**src/rtl/uart_tx_fifo.sv**
```systemverilog
// FIFO-fed UART transmitter: start, 8 data bits LSB-first, stop; 16 br_tick pulses per bit.
// Define UART_TX_PARITY_EN to insert an even-parity bit between the data and stop bits.
module uart_tx_fifo #(
    parameter int FIFO_DEPTH = 4,
    parameter int STOP_TICKS = 16
) (
    input  logic       clk,
    input  logic       rst_n,
    input  logic       br_tick,
    input  logic       tx_start,
    input  logic [7:0] tx_data,
    output logic       tx_full,
    output logic       tx_busy,
    output logic       tx_done,
    output logic       tx
);
    localparam int PW = $clog2(FIFO_DEPTH);
    localparam int CW = PW + 1;

    typedef enum logic [2:0] {
        IDLE   = 3'd0,
        START  = 3'd1,
        DATA   = 3'd2,
        PARITY = 3'd3,
        STOP   = 3'd4
    } state_t;

    logic [7:0]    mem [FIFO_DEPTH];
    logic [PW-1:0] rd_ptr;
    logic [PW-1:0] wr_ptr;
    logic [CW-1:0] count;
    logic          push;
    logic          pop;

    state_t        state;
    state_t        state_next;
    logic [4:0]    tick_cnt;
    logic [2:0]    bit_cnt;
    logic [7:0]    shreg;
    logic          tick_last;
    logic          stop_last;
    logic          tx_next;
    logic          done_next;
`ifdef UART_TX_PARITY_EN
    logic          par;
`endif

    // A push against a full FIFO is dropped even when the serialiser pops that cycle.
    assign tx_full   = (count == CW'(FIFO_DEPTH));
    assign push      = tx_start && !tx_full;
    assign pop       = (state == IDLE) && (count != '0);
    assign tick_last = br_tick && (tick_cnt == 5'd15);
    assign stop_last = br_tick && (tick_cnt == 5'(STOP_TICKS - 1));

    always_ff @(posedge clk) begin
        if (push) begin
            mem[wr_ptr] <= tx_data;
        end
    end

    always_ff @(posedge clk) begin
        if (!rst_n) begin
            rd_ptr <= '0;
            wr_ptr <= '0;
            count  <= '0;
        end else begin
            if (push) begin
                wr_ptr <= wr_ptr + PW'(1);
            end
            if (pop) begin
                rd_ptr <= rd_ptr + PW'(1);
            end
            case ({push, pop})
                2'b10:   count <= count + CW'(1);
                2'b01:   count <= count - CW'(1);
                default: ;
            endcase
        end
    end

    always_ff @(posedge clk) begin
        if (!rst_n) begin
            state <= IDLE;
        end else begin
            state <= state_next;
        end
    end

    always_comb begin
        state_next = state;
        case (state)
            IDLE:  if (count != '0) state_next = START;
            START: if (tick_last) state_next = DATA;
            DATA:  if (tick_last && (bit_cnt == 3'd7))
`ifdef UART_TX_PARITY_EN
                       state_next = PARITY;
            PARITY: if (tick_last) state_next = STOP;
`else
                       state_next = STOP;
`endif
            STOP:  if (stop_last) state_next = IDLE;
            default: state_next = IDLE;
        endcase
    end

    // tx is registered, so it is driven from the state and shift contents being entered.
    always_comb begin
        tx_busy   = (state != IDLE);
        done_next = (state == STOP) && stop_last;
        tx_next   = 1'b1;
        case (state_next)
            START:  tx_next = 1'b0;
            DATA:   tx_next = ((state == DATA) && tick_last) ? shreg[1] : shreg[0];
`ifdef UART_TX_PARITY_EN
            PARITY: tx_next = par;
`endif
            default: tx_next = 1'b1;
        endcase
    end

    always_ff @(posedge clk) begin
        if (!rst_n) begin
            tick_cnt <= '0;
            bit_cnt  <= '0;
            shreg    <= '0;
`ifdef UART_TX_PARITY_EN
            par      <= 1'b0;
`endif
        end else begin
            case (state)
                IDLE: if (pop) begin
                    shreg    <= mem[rd_ptr];
`ifdef UART_TX_PARITY_EN
                    par      <= ^mem[rd_ptr];
`endif
                    tick_cnt <= '0;
                    bit_cnt  <= '0;
                end
                DATA: if (br_tick) begin
                    if (tick_last) begin
                        tick_cnt <= '0;
                        shreg    <= shreg >> 1;
                        bit_cnt  <= bit_cnt + 3'd1;
                    end else begin
                        tick_cnt <= tick_cnt + 5'd1;
                    end
                end
                STOP: if (br_tick) begin
                    tick_cnt <= stop_last ? 5'd0 : tick_cnt + 5'd1;
                end
                default: if (br_tick) begin
                    tick_cnt <= tick_last ? 5'd0 : tick_cnt + 5'd1;
                end
            endcase
        end
    end

    always_ff @(posedge clk) begin
        if (!rst_n) begin
            tx      <= 1'b1;
            tx_done <= 1'b0;
        end else begin
            tx      <= tx_next;
            tx_done <= done_next;
        end
    end
endmodule

```
**config.mk**
```make
export PLATFORM = sky130hd
export DESIGN_NAME = uart_tx_fifo
export DESIGN_NICKNAME = d
export VERILOG_FILES = /design/src/rtl/uart_tx_fifo.sv
export SDC_FILE = /design/constraint.sdc
export NUM_CORES = 1
export LEC_CHECK = 0
export CAP_MARGIN = 30
export CORE_ASPECT_RATIO = 2
export CORE_MARGIN = 2
export CORE_UTILIZATION = 55
export CTS_BUF_LIST = sky130_fd_sc_hd__clkbuf_8
export DETAILED_ROUTE_END_ITERATION = 6
export GPL_TIMING_DRIVEN = 1
export HOLD_SLACK_MARGIN = 0.02
export PLACE_DENSITY = 0.75
export SETUP_SLACK_MARGIN = 0.1
export SLEW_MARGIN = 10
export SYNTH_ARGS = -nofsm -noshare
export SYNTH_HDL_FRONTEND = slang
export SYNTH_SLANG_ARGS = --single-unit
```
**constraint.sdc**
```tcl
create_clock -name clk -period 2.5 [get_ports clk]
set_input_delay 0.625 -clock clk [delete_from_list [all_inputs] [get_ports clk]]
set_output_delay 0.625 -clock clk [all_outputs]
set_load 0.01 [all_outputs]
```
======== After elaboration in Yosys (flattened, before gate mapping) ========
Memory sizes are Yosys's and may differ from the RTL's. A register that Yosys moved wholly into a read port is not among the register bits.
Cells that the tools add are included.
word-level totals
  output and inout port bits .............. 4
  bits in writable memories ............... 32
  memories kept ........................... 1
  register bits ........................... 28
  word-level logic and storage cells ...... 68
memory list
  name  words  width  read ports  clocked after Yosys merged registers in  wr ports  RTL line  text
  mem   4      8      1           1                                        1         28        logic [7:0] mem [FIFO_DEPTH];
cells by class
  reductions and logical operators ........ 15
  $add $sub $neg .......................... 6
  muxes and demuxes ....................... 24
  equality and inequality tests ........... 13
operator list
  operator                                             number
  2-to-1 mux 8 bit                                     3
  2-to-1 mux 3 bit                                     7
  2-to-1 mux 5 bit                                     4
  case mux 8 bit (2 select lines)                      1
  case mux 3 bit (2 select lines)                      2
  case mux 3 bit (4 select lines)                      1
  equality test 3 bit, second input constant           3
  adder 3 x 1 -> 3 bit, second input constant          2
  equality test 3 x 1 -> 1 bit, second input constant  2
  equality test 3 x 2 -> 1 bit, second input constant  2
  logical AND 1 bit                                    6
  inequality test 2 bit, second input constant         3
  nonzero test 2 bit                                   3
  nonzero test 3 bit                                   2
  adder 5 x 1 -> 5 bit, second input constant          1
  equality test 5 x 4 -> 1 bit, second input constant  1
  adder 2 x 1 -> 2 bit, second input constant          2
  2-to-1 mux 2 bit                                     2
  AND reduction 4 bit                                  1
  zero test 3 bit                                      1
  2-to-1 mux 1 bit                                     3
  subtractor 3 x 1 -> 3 bit, second input constant     1
  equality test 2 x 1 -> 1 bit, second input constant  1
  equality test 2 bit, second input constant           1
  3 further kinds                                      3

======== Logic depth before layout (Yosys ltp) ========
Gate-level depths: netlist (run 1).
  depth in word-level cells ............... 7
  mapped depth ............................ 11
  depth with buffers taken out ............ 9

======== Least setup slack after synthesis (run 1) ========
No wires, ideal clock.
  path kind ............................... register to register
  start ................................... register state[1]
  end ..................................... register count[2]
  cell stages (with the launch flop) ...... 12
  arrival ................................. 2.220 ns
  setup time .............................. 0.076 ns
  data required time ...................... 2.424 ns
  path buffers ............................ 2
  slack ................................... 0.204 ns
  cell sequence ........................... dfxtp_1 buf_2 nor3_1 nand2_1 inv_1 buf_2 ha_1 inv_1 fa_1 xor2_1 or3_1 a21boi_0
on the way
  longest elaborated chain between the ends .. 4
  elaborated cells on any way between the ends .. 6
  classes of those cells .................. eq/ne: 2; mux: 1; reduce/logical: 3
ends and longest elaborated chain
  element                                                                       RTL line  text
  start: declaration                                                            35        state_t state;
  start signal: assignment                                                      85        state <= state_next;
  zero test 3 bit *                                                             51        assign pop = (state == IDLE) && (count != '0);
  logical AND 1 bit *                                                           51
  named net pop                                                                 33        logic pop;
  equality test 2 x 1 -> 1 bit / equality test 2 bit (equally long branches)    73        case ({push, pop})
  case mux 3 bit (2 select lines) / nonzero test 2 bit (equally long branches)  -
  end signal: assignment                                                        74        2'b10: count <= count + CW'(1);
  end signal: assignment                                                        75        2'b01: count <= count - CW'(1);
  end: declaration                                                              31        logic [CW-1:0] count;
The timed path passes the listed nets; every way through them passes the cells marked *.
A chain may end at the register's enable or synchronous reset.

======== Worst setup path after layout (run 1) ========
  start ................................... input port tx_start
  end ..................................... register count[2]
on the way
  longest elaborated chain between the ends .. 3
  elaborated cells on any way between the ends .. 5
  classes of those cells .................. eq/ne: 2; mux: 1; reduce/logical: 2
ends and longest elaborated chain
  element                                                                       RTL line  text
  start: declaration                                                            10        input logic tx_start,
  logical AND 1 bit *                                                           50        assign push = tx_start && !tx_full;
  equality test 2 x 1 -> 1 bit / equality test 2 bit (equally long branches)    73
  case mux 3 bit (2 select lines) / nonzero test 2 bit (equally long branches)  -
Mark *: on every way between the ends. The rest lies on a longest branch, timed or not.

==> results of run 1 <==
-- sequential cells by signal, summed over array words and instances, names as in the netlist, named ones only --
| name | cells |
|---|---|
| bit_cnt | 3 |
| count | 3 |
| mem | 32 |
| rd_ptr | 2 |
| shreg | 8 |
| state | 3 |
| tick_cnt | 5 |
| tx | 1 |
| tx_done | 1 |
| wr_ptr | 2 |
-- cells in the mapped netlist (all sizes together) --
| library cell | count |
|---|---|
| a21boi | 5 |
| a21o | 1 |
| a21oi | 2 |
| a31oi | 10 |
| a32oi | 1 |
| and2 | 12 |
| and3 | 1 |
| and4b | 1 |
| buf | 10 |
| clkbuf | 6 |
| dfxtp | 30 |
| edfxtp | 32 |
| fa | 1 |
| ha | 8 |
| inv | 10 |
| mux2i | 1 |
| mux4 | 8 |
| nand2 | 22 |
| nand2b | 3 |
| nand3 | 9 |
| nand3b | 1 |
| nand4 | 1 |
| nor2 | 3 |
| nor2b | 4 |
| nor3 | 3 |
| nor3b | 2 |
| nor4 | 2 |
| nor4b | 1 |
| o2111a | 1 |
| o211ai | 2 |
| o21ai | 4 |
| o2bb2ai | 1 |
| o31ai | 9 |
| o32ai | 1 |
| or3 | 4 |
| or3b | 1 |
| xnor2 | 4 |
| xor2 | 1 |
-- cell type report --
type / instances / share of cell area (%)
multi-input cells: 130 / 32.2
flip-flops and latches: 62 / 50.6
clock inverters: 7 / 2.88
inverters: 10 / 1.22
well taps: 55 / 2.23
repair buffers: 23 / 6.81
clock buffers: 9 / 4.01
-- layer usage --
metal	vias up	routed length (µm)	GRT usage, %
li1	838	-	-
met1	826	1860	22.1
met2	30	2450	34.8
met3	12	126	5.22
met4	0	135	11.6
met5	-	0	0
-- path summary, 6_finish.rpt --
| path | from | end | slack [ns] | cells past startpoint |
|---|---|---|---|---|
| setup reg to reg | state[0] | count[2] | 0.43 | 9 |
| hold reg to reg | tick_cnt[4] | tick_cnt[4] | 0.47 | 1 |
| setup / recovery | tx_start | count[2] | 0.34 | 9 |
| hold / removal | tick_cnt[4] | tick_cnt[4] | 0.47 | 1 |
-- report_power, final --
group	switching, mW	internal, mW
Combinational	0.442	0.417
Sequential	0.112	1.25
Clock	0.376	0.554
Total	0.930	2.22
-- kinds of logic after synthesis --
family                   synth area share (%)
AND/OR/NAND/NOR                          14.0
flip-flops                               58.5
AO/OA/AOI/OAI                            9.85
buffers and inverters                    4.36
multiplexers                             7.13
adder cells (fa/ha/maj)                  4.50
XOR/XNOR                                 1.64
-- through the flow --
step | setup slack (ns) | setup TNS [ns] | power, mW | cell area, µm² | util, %
floorplan | 0.204 | 0 | 1.99 | 2670 | -
global placement | 0.0274 | 0 | 2.22 | 2870 | 61.8
detailed placement | -0.00963 | -0.00963 | 2.24 | 2870 | 61.8
CTS | 0.269 | 0 | 3.17 | 3080 | 66.4
global route | 0.187 | 0 | 3.35 | 3090 | 66.5
finish | 0.336 | 0 | 3.15 | 3090 | 66.5
==> impl_metrics.json, run 1 <==
{
  "run_status": "finished, final reports clean",
  "post-route-min-period_ns": 2.16,
  "grt_util_all_layers_pct": 20.4,
  "clk_pin_slew_ns": 0.07,
  "end_kind": "flip-flop",
  "pin_count": 16,
  "critical_path.top_delay_family": "adder cells",
  "maxCapViolCount": 0,
  "syn-num-nets": 239,
  "clk_latency_ns": 0.33,
  "crit_buf_inv": 3,
  "yosys-top-cells-area": "edfxtp_1, dfxtp_1, mux4_2",
  "cts_tree": "built",
  "cpMaxStageDelayCell": "clkdlybuf4s50_1",
  "yosys_warnings": 0,
  "drtAntennaViolNets": 0,
  "die_x_um": 53.2,
  "cts_buffer_depth": 2,
  "seq_area_mm2": 0.00156,
  "grt_antenna_before_repair": 0,
  "stdcell_count": 296,
  "finalClockSkew_ns": 0.00791,
  "ys_ff_latch": 62,
  "fmax_mhz": 462,
  "gp_congestion": 0.726,
  "yosysTopAreaCell": "edfxtp_1",
  "num_vias": 1706,
  "worst-path-max-fanout": 2,
  "synth_top_area_share_pct": 36.0,
  "hold-worst-slack_ns": 0.473,
  "synthesis.area_mm2": 0.00267,
  "final_common_cell": "edfxtp_1",
  "tightest_slew_ns": 0.563,
  "rsz0062_at_grt": "no",
  "grt_max_degree": 28,
  "dieArea_mm2": 0.00546,
  "numCtsBuffers": 9,
  "power.leakage_nw": 1.12,
  "portBuffers": 15,
  "drive_above_1_share_pct": 13.3,
  "min_path_type": "flip-flop to flip-flop",
  "fillCellCount": 354,
  "cts_hold_buffers": 0,
  "drc": 0,
  "report.final.setup_viol": 0,
  "grt_pass1_vias": 1720,
  "avgSynthCellArea_um2": 12.2,
  "crit_path_start_kind": "primary input",
  "rows": 35,
  "start_util_pct": 57.5,
  "critPathKind": "primary input to flip-flop",
  "post_cts_buffers": 0,
  "vias_per_cell": 5.76,
  "dp_cells": 280,
  "required_ns": 2.76,
  "syn_inst": 218,
  "cts_root_buf": "clkbuf_8",
  "yosysSeqAreaShare_pct": 58.5,
  "most-common-layout-cells": "edfxtp_1, dfxtp_1, nand2_1",
  "post-route-period-util_pct": 86.6,
  "die_h_um": 102,
  "h-tree-depth": 3,
  "slowest_delay_ns": 0.39,
  "wirelength_mm": 4.58,
  "wl_per_cell_um": 15.5,
  "core_area_mm2": 0.00464,
  "finalHoldViolCount": 0,
  "cts.sink_count": 62,
  "drt_iter0_drc": 55,
  "grt.overflow.total": 0,
  "cp.arrival_ns": 2.43,
  "post-dp-hpwl_mm": 3.11,
  "diodes": 0,
  "dr.pass1.iters": 4,
  "crit_chain": "clkdlybuf4s50_1, nor2b_1, inv_1, ha_1, inv_1, fa_1, xor2_1, or3_1, a21boi_0",
  "multi_input_area_um2": 995,
  "p_per_area_mw_per_mm2": 1020,
  "area_growth_pct": 15.7,
  "ir_worst_vdd_mv": 0.794,
  "final_nets": 257,
  "slew_viol_final": 0,
  "cts_resized": 0,
  "crit_top_cell": "inv_1",
  "grt_pass1_wl_mm": 7.82,
  "relSlewSlack_pct": 62.2,
  "ys_types": 40
}
Power figures use the tool's default switching activity.
==> run 2, diff against run 1 <==
--- a/config.mk
+++ b/config.mk
@@ -5,6 +5,7 @@
 export SDC_FILE = /design/constraint.sdc
 export NUM_CORES = 1
 export LEC_CHECK = 0
+export ABC_AREA = 1
 export CAP_MARGIN = 30
 export CORE_ASPECT_RATIO = 2
 export CORE_MARGIN = 2
@@ -13,7 +14,7 @@
 export DETAILED_ROUTE_END_ITERATION = 6
 export GPL_TIMING_DRIVEN = 1
 export HOLD_SLACK_MARGIN = 0.02
-export PLACE_DENSITY = 0.75
+export PLACE_DENSITY_LB_ADDON = 0.15
 export SETUP_SLACK_MARGIN = 0.1
 export SLEW_MARGIN = 10
 export SYNTH_ARGS = -nofsm -noshare
==> run 2 against run 1 <==
Against the previous run: clock skew up 0.0035 ns; sequential cell count unchanged; first-iteration DRC count shrank 25%; worst setup slack improved by 0.053 ns; sequential power about the same; clock power fell by 6.1%; synthesized cell count rose by 47%; power rose by 8.2%; non-clock buffer count up 3; critical endpoint is now tx_full.
==> impl_metrics.json, run 2 <==
{
  "slowest_delay_ns": 0.52,
  "reg_top3": "mem: 32 flops, shreg: 8 flops, tick_cnt: 5 flops",
  "dr.pass1.iters": 4,
  "portBuffers": 15,
  "synthesis.area_mm2": 0.00278,
  "synth_top_area_share_pct": 34.6,
  "most-common-layout-cells": "nand2_1, nor2_1, inv_1",
  "post-route-period-util_pct": 84.5,
  "hold_path_end": "tick_cnt[0]",
  "synth_common_cells": "nand2_1, nor2_1, inv_1, edfxtp_1, dfxtp_1",
  "ys_types": 29,
  "grt_util_all_layers_pct": 22.1,
  "drc": 0,
  "reg2reg_to": "count[2]",
  "min_from": "tick_cnt[0]",
  "end_kind": "primary output",
  "syn_inst": 320,
  "drtAntennaViolNets": 0,
  "p_per_area_mw_per_mm2": 1050,
  "wirelength_mm": 5.35,
  "dpl_worst_slack_ns": 0.223,
  "ys_ff_latch": 62,
  "grt_max_degree": 32,
  "post-dp-hpwl_mm": 3.88,
  "h-tree-depth": 3,
  "yosys_warnings": 0,
  "critPathKind": "flip-flop to primary output",
  "num_vias": 2050,
  "crit_buf_inv": 3,
  "largest_reg_flops": 32,
  "required_ns": 1.88,
  "die_x_um": 54.2,
  "diodes": 0,
  "cpMaxStageDelayCell": "clkdlybuf4s50_1",
  "final_common_cell": "nand2_1",
  "power.leakage_nw": 1.39,
  "grt.overflow.total": 0,
  "yosysSeqAreaShare_pct": 56.3,
  "clk_pin_slew_ns": 0.07,
  "dp_cells": 395,
  "reg2reg_depth": 10,
  "pin_count": 16,
  "post_cts_buffers": 0,
  "cts_root_buf": "clkbuf_8",
  "wl_per_cell_um": 13.0,
  "slew_viol_final": 0,
  "place_area_mm2": 0.00303,
  "worst-path-max-fanout": 5,
  "grt_antenna_before_repair": 0,
  "finalHoldViolCount": 0,
  "syn-num-nets": 341,
  "min_path_type": "flip-flop to flip-flop",
  "synth.most_common_cell": "nand2_1",
  "avgSynthCellArea_um2": 8.67,
  "run_status": "finished, final reports clean",
  "die_h_um": 104,
  "cts_buffer_depth": 2,
  "crit_chain": "inv_1, nand3_1, inv_1, clkdlybuf4s50_1",
  "synth_edf_count": 32,
  "rsz0062_at_grt": "no",
  "tns_ns": 0,
  "fmax_mhz": 474,
  "relSlewSlack_pct": 59.4,
  "final.setup.worst_slack_ns": 0.389,
  "reg2reg_slack_ns": 0.63,
  "cp.arrival_ns": 1.49,
  "vias_per_cell": 4.99,
  "ir_worst_vdd_mv": 0.839,
  "gp_congestion": 0.763,
  "finalClockSkew_ns": 0.0114,
  "stdcell_area_mm2": 0.00323,
  "cts_hold_buffers": 0,
  "final_nets": 370,
  "stdcell_count": 411,
  "core_area_mm2": 0.00486,
  "cts_tree": "built",
  "crit_path_start_kind": "flip-flop",
  "hold_path_depth": 1,
  "cts.sink_count": 62,
  "start_util_pct": 57.0,
  "post-route-min-period_ns": 2.11,
  "tightest_slew_ns": 0.609,
  "ys.flop_type": "edfxtp_1",
  "numCtsBuffers": 9,
  "rows": 36,
  "area_growth_pct": 16.4,
  "async_flop_share_pct": 0,
  "yosysTopAreaCell": "edfxtp_1",
  "cts_resized": 0,
  "dieArea_mm2": 0.00566,
  "maxCapViolCount": 0,
  "critical_path.top_delay_family": "buffers and inverters",
  "grt_pass1_wl_mm": 8.92,
  "clk_latency_ns": 0.34,
  "report.final.setup_viol": 0,
  "rr_startpoint": "state[2]",
  "grt_pass1_vias": 2018,
  "yosys-top-cells-area": "edfxtp_1, dfxtp_1, nand2_1",
  "regMostFlops": "mem",
  "drt_iter0_drc": 41,
  "total_power_mw": 3.40,
  "crit_top_cell": "inv_1",
  "drive_above_1_share_pct": 10.5
}
==> run 2: kinds of logic after synthesis <==
kind of cell	after synthesis	synth area share [%]
flops	62	56.3
simple gates	160	23.9
fa+ha+maj	9	4.33
xor+xnor	2	0.631
buf+inv	46	6.94
compound gates	41	7.94
==> run 2: cell type report <==
type,count,area [µm²]
fill,426,1630
sequential,62,1560
multi-input combinational,212,1020
timing repair buffer,26,233
clock buffer,11,151
inverter,38,143
tap,57,71.3
clock inverter,5,50.0
==> run 2: worst max-delay path by stage <==
stage,slack [ns],start,cells past startpoint,endpoint
3_3_place_gp,0.25,tx_start,9,count[2]
2_1_floorplan,0.59,tx_start,8,count[2]
5_1_grt,0.29,count[0],4,tx_full
3_5_place_dp,0.22,tx_start,9,count[2]
4_1_cts,0.36,count[0],4,tx_full
6_report,0.39,count[0],4,tx_full
==> run 2: per-layer routing <==
metal / share of wire [%] / track usage (%) / wire (µm)
met2: 56 / 38.2 / 3010
met3: 3.2 / 5.32 / 171
met4: 2.5 / 12.5 / 136
met5: 0 / 0 / 0
met1: 38 / 22.5 / 2030
==> run 2: per-stage QoR <==
stage | util [%] | hold WS [ns]
2_1_floorplan | - | 0.447
3_3_place_gp | 62.3 | 0.465
3_5_place_dp | 62.3 | 0.471
4_1_cts | 66.4 | 0.480
5_1_grt | 66.4 | 0.507
6_report | 66.4 | 0.486
==> run 2: power breakdown <==
part	switching, mW	leakage (nW)	internal, mW	total [mW]
combinational	0.735	0.741	0.438	1.17
sequential	0.0924	0.540	1.27	1.36
clock	0.366	0.104	0.506	0.872
==> run 2: worst reg2reg max path: stages, from the launching register on <==
cell,delay (ns)
dfxtp_1,0.34
nor2_1,0.11
nand2_2,0.10
nor2_2,0.16
ha_1,0.16
inv_1,0.06
fa_1,0.38
a21oi_1,0.14
o21ai_0,0.11
o21ai_0,0.16
a21oi_1,0.05
